**config.mk**
```make
export PLATFORM = sky130hd
export DESIGN_NAME = watch_set_cu
export DESIGN_NICKNAME = d
export VERILOG_FILES = /design/src/rtl/watch_set_cu.sv
export SDC_FILE = /design/constraint.sdc
export NUM_CORES = 1
export LEC_CHECK = 0
export ABC_CLOCK_PERIOD_IN_PS = 7310
export BUFFER_PORTS_ARGS = -buffer_cell sky130_fd_sc_hd__buf_2
export CORE_MARGIN = 4
export CORE_UTILIZATION = 50
export CTS_BUF_LIST = sky130_fd_sc_hd__clkbuf_4
export CTS_CLUSTER_SIZE = 10
export DETAILED_ROUTE_END_ITERATION = 12
export GPL_TIMING_DRIVEN = 0
export PLACE_DENSITY = 0.81
export SETUP_SLACK_MARGIN = 0.1
export SLEW_MARGIN = 0
export SYNTH_ARGS = -nofsm -noshare
export SYNTH_HDL_FRONTEND = slang
export SYNTH_SLANG_ARGS = --single-unit
```
**constraint.sdc**
```tcl
create_clock -name clk -period 7.31 [get_ports clk]
set_clock_uncertainty 0.2 [all_clocks]
set_input_delay 0.731 -clock clk [delete_from_list [all_inputs] [get_ports clk]]
set_output_delay 0.731 -clock clk [all_outputs]
set_load 0.01 [all_outputs]
```
**src/rtl/watch_set_cu.sv**
```systemverilog
// watch_set_cu: turns held "plus" buttons into single-cycle increment pulses,
// with hold-to-auto-repeat paced by an external tick strobe.
module watch_set_cu #(
  parameter int N_CH          = 3,
  parameter int REPEAT_DELAY  = 500,
  parameter int REPEAT_PERIOD = 100,
  parameter int CNT_W         = 10
) (
  input  logic            clk,
  input  logic            rst,
  input  logic [N_CH-1:0] i_plus,
  input  logic            i_tick,
  input  logic            i_repeat_en,
  output logic [N_CH-1:0] o_plus,
  output logic            o_busy,
  output logic [2:0]      o_ch
);

  typedef enum logic [2:0] {
    S_IDLE,
    S_PULSE,
    S_DELAY,
    S_REPEAT,
    S_REL_WAIT
  } state_t;

  state_t           r_state;
  logic             r_retRepeat;
  logic [CNT_W-1:0] r_cnt;
  logic [2:0]       r_ch;

  logic [2:0]       w_first;
  logic             w_held;
  logic [N_CH-1:0]  w_onehot;
  logic [CNT_W:0]   w_limit;
  logic [CNT_W:0]   w_cntNext;
  logic             w_reach;

  // Lowest set request wins; also decode the held level and pulse vector of the locked channel.
  always_comb begin
    w_first  = 3'd0;
    w_held   = 1'b0;
    w_onehot = '0;
    for (int i = N_CH - 1; i >= 0; i--) begin
      if (i_plus[i]) begin
        w_first = 3'(i);
      end
    end
    for (int i = 0; i < N_CH; i++) begin
      if (r_ch == 3'(i)) begin
        w_held      = i_plus[i];
        w_onehot[i] = 1'b1;
      end
    end
  end

  // Tick counter compare is done one bit wider so a saturated count never wraps.
  always_comb begin
    w_limit   = (r_state == S_DELAY) ? (CNT_W+1)'(REPEAT_DELAY) : (CNT_W+1)'(REPEAT_PERIOD);
    w_cntNext = (CNT_W+1)'(r_cnt) + (CNT_W+1)'(1);
    w_reach   = (w_cntNext >= w_limit);
  end

  // Control FSM; state, counter, lock and all outputs move together on the same edge.
  always_ff @(posedge clk or posedge rst) begin
    if (rst) begin
      r_state     <= S_IDLE;
      r_retRepeat <= 1'b0;
      r_cnt       <= '0;
      r_ch        <= 3'd0;
      o_plus      <= '0;
      o_busy      <= 1'b0;
      o_ch        <= 3'd0;
    end else begin
      o_plus <= '0;
      case (r_state)
        S_IDLE: begin
          if (|i_plus) begin
            r_state     <= S_PULSE;
            r_retRepeat <= 1'b0;
            r_cnt       <= '0;
            r_ch        <= w_first;
            o_busy      <= 1'b1;
            o_ch        <= w_first;
          end
        end
        S_PULSE: begin
          o_plus  <= w_onehot;
          r_state <= r_retRepeat ? S_REPEAT : S_DELAY;
        end
        S_DELAY, S_REPEAT: begin
          if (!w_held) begin
            if (|i_plus) begin
              r_state <= S_REL_WAIT;
            end else begin
              r_state <= S_IDLE;
              r_ch    <= 3'd0;
              o_busy  <= 1'b0;
              o_ch    <= 3'd0;
            end
          end else if (i_tick) begin
            if (w_reach) begin
              if (i_repeat_en) begin
                r_state     <= S_PULSE;
                r_retRepeat <= 1'b1;
                r_cnt       <= '0;
              end else begin
                r_cnt <= w_limit[CNT_W-1:0];
              end
            end else begin
              r_cnt <= w_cntNext[CNT_W-1:0];
            end
          end
        end
        S_REL_WAIT: begin
          if (i_plus == '0) begin
            r_state <= S_IDLE;
            r_ch    <= 3'd0;
            o_busy  <= 1'b0;
            o_ch    <= 3'd0;
          end
        end
        default: begin
          r_state <= S_IDLE;
          r_ch    <= 3'd0;
          o_busy  <= 1'b0;
          o_ch    <= 3'd0;
        end
      endcase
    end
  end

endmodule

```
# Yosys cells after proc, flatten, opt, wreduce, memory -nomap -nowiden
# Index checks and enable logic that the tools add are counted.
# classes
order_cmp	1
n_reduce_logical	10
bitwise	1
eq_ne	17
mux	41
addsub	1
# op_table
operator	n
$mux 10	4
$mux 3	13
$pmux 3 s4	2
$pmux 10 s2	1
$mux 9	2
$mux 1	16
$ne 2x2->1 const B	8
$add 10x1->11 const B	1
$ge 11x9->1	1
$reduce_and 5->1	2
$eq 3x2->1 const B	3
$logic_not 3->1	3
$ne 3x3->1 const B	3
$eq 3x1->1 const B	2
$reduce_and 6->1	1
$pmux 1 s4	1
$reduce_and 4->1	1
$eq 3x3->1 const B	1
$reduce_or 3->1	1
$mux 2	1
$pmux 1 s2	1
$reduce_bool 2->1	1
$reduce_or 2->1	1
$not 1->1	1
# totals
out_inout_bits	7
in_bits	7
ff_bits	21
elab_cells	77

# Depth between registers and ports, before layout
# logic_depth
depth_word	7
ltp_mapped	11
ltp_nobuf	10

# Worst setup path before layout
# No wires, ideal clock.
# synth_timing
path_kind	register to register
from	reg r_cnt[0]
to	reg r_cnt[7]
synth_period_minus_slack_ps	2731
path_buffers	0
required_time_ps	7023
path_stages_with_launch	11
setup_ps	87
arrival_time_ps	2445
path_slack_ps	4579
cell_sequence	dfrtp_1 ha_1 inv_1 nor3_1 xor2_1 ha_1 a21oi_1 o21ai_1 a211oi_1 a21oi_1 o211ai_1
# synth_between
elab_chain_cells	6
# synth_lines
element	line	source
start: declaration	29	logic [CNT_W-1:0] r_cnt;
start signal: assignment	108	r_cnt <= w_limit[CNT_W-1:0];
start signal: assignment	111	r_cnt <= w_cntNext[CNT_W-1:0];
$add 10x1->11 *	60	w_cntNext = (CNT_W+1)'(r_cnt) + (CNT_W+1)'(1);
$ge 11x9->1	61	w_reach = (w_cntNext >= w_limit);
$mux 10 *	102	if (w_reach) begin
$mux 10 *	101	end else if (i_tick) begin
$mux 10 *	92	if (!w_held) begin
$pmux 10 s2 *	76	case (r_state)
# Every way passes the cells marked *; elsewhere a longest branch is shown, timed or not. The select of a mux whose other input is x is not followed.
# A chain may end at the register's enable or synchronous reset.

# Worst setup path in the final report
# Same ends and word-level chain as after synthesis.

==> metrics.txt <==
min cycle time layout 3.37 ns; total power 0.378 mW; Synthesized Nets approximately 170; Row Count 18; CTS clk-pin slew, worst paths 0.11 ns; chip width 59.2 um; TritonCTS buffer count 3; grt met3 use under 10%; post-CTS setup buffers 0; Power Dens Cells 263 nW/um^2; Tot GR Track Use between 10% and 20%; cell taking the most area after synthesis dfrtp_1; Slew HR 32.5%; combinational family with the most area after synthesis simple AND/OR/NAND/NOR gates; Die Ht 59.2 um; status complete, no violations; area share of and/or/nand/nor cells after synthesis between 20% and 30%; DR vias/cell 5.88; Final Instance Count excl. Fillers 202; vias in the first global route around 1100; part of the cycle the worst path needs between 40% and 50%; count of unique library cells instantiated by Yosys between 40 and 50; detailed-route DRC error count 0; Tightest Hold Check Type in -> async; Synth Area in Adders approximately 3.8%; Synth Area per Inst 8.41 um^2; TNS Setup 0 ns; grt ovf 0; ys async rst share 100%; antenna violations before repair 0; P&R area growth vs syn 9.44%; met1 track utilization from global routing a little under a quarter; RePlAce Congestion slightly above 0.8; ys flop type dfrtp_1; share of layout cells above drive strength 1 ~15%; clock buffer depth 2; met2 global-route usage about a third; # fillers 234; placed instance count between 150 and 200; via count around 1200; Synth Cell Area around 1300 um^2; DR pass1 iterations 4; mux cell area share after synthesis 2.29%; fmax a little under 300 MHz; number of DRC markers in iteration 0 35; worst endpoint required time roughly 7.4 ns; diode count 0; Post-DRT Antenna Nets 0; number of max-cap violations 0; Post-synth EDFFs 0; Synth Warn # 0; H-tree levels 1; Startpoint Class register; worst-path maximum fanout 8; Worst Setup SP r_cnt[0]; CTS Root Cell clkbuf_4; Core Util, Final around 57%; worst-skew pair later-pin latency slightly above 0.3 ns; reg2reg start r_cnt[0]; crit end category register; largest net degree at the start of global routing 21; number of I/O port buffers 12; WL final about 2.8 mm; Worst Path Arrival approximately 3.4 ns; total core area 2500 um^2; sequential share of the synthesized area between 30% and 40%; initial core utilization between 50 and 60%; DR WL/cell around 14 um; Seq cells post-synth 20; # clock sinks 20; CTS Hold Bufs 0; multi-input logic area between 700 and 800 um^2; Worst-Margin Slew between 1 and 1.5 ns; Sequential cell area around 500 um^2; # IOs 14; Final setup viols 0; HPWL after detailed placement ~2.1 mm; unrepaired setup endpoints after global routing false; area share of the largest cell type after synthesis approximately two fifths; TritonCTS clock tree done; VDD IR-drop max 201 uV; most frequent cells in the layout nand2_1, dfrtp_1, buf_2; Compound-Gate Fraction of Synth Area 21.6%; GRT busiest layer met2; Slew Viols, Final 0; die area about 3500 um^2; # nets final around 180; global-route wire length before repair between 5 and 6 mm; Lkg Pwr around 0.67 nW; post-cts resize count 0; most common cell after layout, fill and taps aside nand2_1; xor/xnor share of the synthesized area approximately 2.7%; Post-Synthesis Cells approximately 160; Final Hold Violating Endpoints 0; largest cells by area after synthesis dfrtp_1, nand2_1, a21oi_1; CP Class reg -> reg
==> layout make-up <==
| class | count | area share, % |
|---|---|---|
| Multi-Input combinational cell | 120 | 51.8 |
| Sequential cell | 20 | 34.8 |
| Timing Repair Buffer | 12 | 4.18 |
| Inverter | 10 | 2.61 |
| Tap cell | 30 | 2.61 |
| Buffer | 6 | 2.09 |
| Clock buffer | 3 | 1.57 |
| Clock inverter | 1 | 0.261 |
==> cell usage after synthesis, types with 2 or more instances <==
master     n
a21oi_1   12
a22o_1     2
and3_1     2
buf_2      3
clkbuf_1   2
dfrtp_1   20
ha_1       4
inv_1     10
mux2i_1    3
nand2_1   21
nand2b_1   4
nand3_1    5
nand3b_1   3
nor2_1    13
nor3_1     6
nor4_1     2
o211ai_1   2
o21a_1     2
o21ai_0    9
o21ai_1    3
xnor2_1    2
xor2_1     2
==> per-stage QoR <==
| step | hold WS (ns) | cell area [um^2] | worst slack [ns] |
|---|---|---|---|
| after floorplan | 0.266 | 1310 | 4.58 |
| after global placement | 0.296 | 1410 | 4.17 |
| after detailed placement | 0.322 | 1410 | 3.99 |
| after CTS | 0.350 | 1440 | 3.95 |
| after global routing | 0.374 | 1440 | 3.55 |
| final | 0.329 | 1440 | 3.94 |
==> cells by family after synthesis <==
| group | after synthesis |
|---|---|
| AOI/OAI and AO/OA | 43 |
| xor gates and xnor gates | 4 |
| adders and majority gates | 4 |
| buffers and inverters | 16 |
| DFF | 20 |
| muxes | 3 |
| other | 1 |
| and+or+nand+nor | 65 |
==> critical path, stage by stage (launching register included) <==
cell and delay [ns]:
dfrtp_1 0.50, ha_1 0.29, inv_1 0.12, nor3_1 0.23, xor2_1 0.22, ha_1 0.27, a21oi_1 0.14, o21ai_1 0.12
a211oi_1 0.81, a21oi_1 0.17, o211ai_1 0.21
==> routing by layer <==
layer	wire length (um)	up-vias	part of all wire, %
met5	0	-	0
met4	55	0	1.9
met3	118	5	4.2
met2	1400	34	50
met1	1250	562	44
li1	-	587	-
==> path summary, 6_finish.rpt <==
| path | endpoint | slack [ns] | cells after the start |
|---|---|---|---|
| max in group asynchronous | r_cnt[7] | 6.12 | 2 |
| hold reg to reg | o_plus[0] | 0.35 | 1 |
| hold / removal | r_cnt[3] | 0.33 | 2 |
| setup / recovery | r_cnt[7] | 3.94 | 10 |
| min in group clk | o_plus[0] | 0.35 | 1 |
| setup reg to reg | r_cnt[7] | 3.94 | 10 |
==> registers in the layout, summed over array words and instances, names as in the netlist <==
name / count
o_busy: 1
o_plus: 3
r_ch: 2
r_cnt: 10
r_retRepeat: 1
r_state: 3
==> where the power goes <==
part	switching, mW	internal (mW)	leakage, nW
clock	0.0350	0.0200	0.0154
combinational	0.112	0.0615	0.383
sequential	0.0170	0.132	0.269
Power figures use the tool's default switching activity.
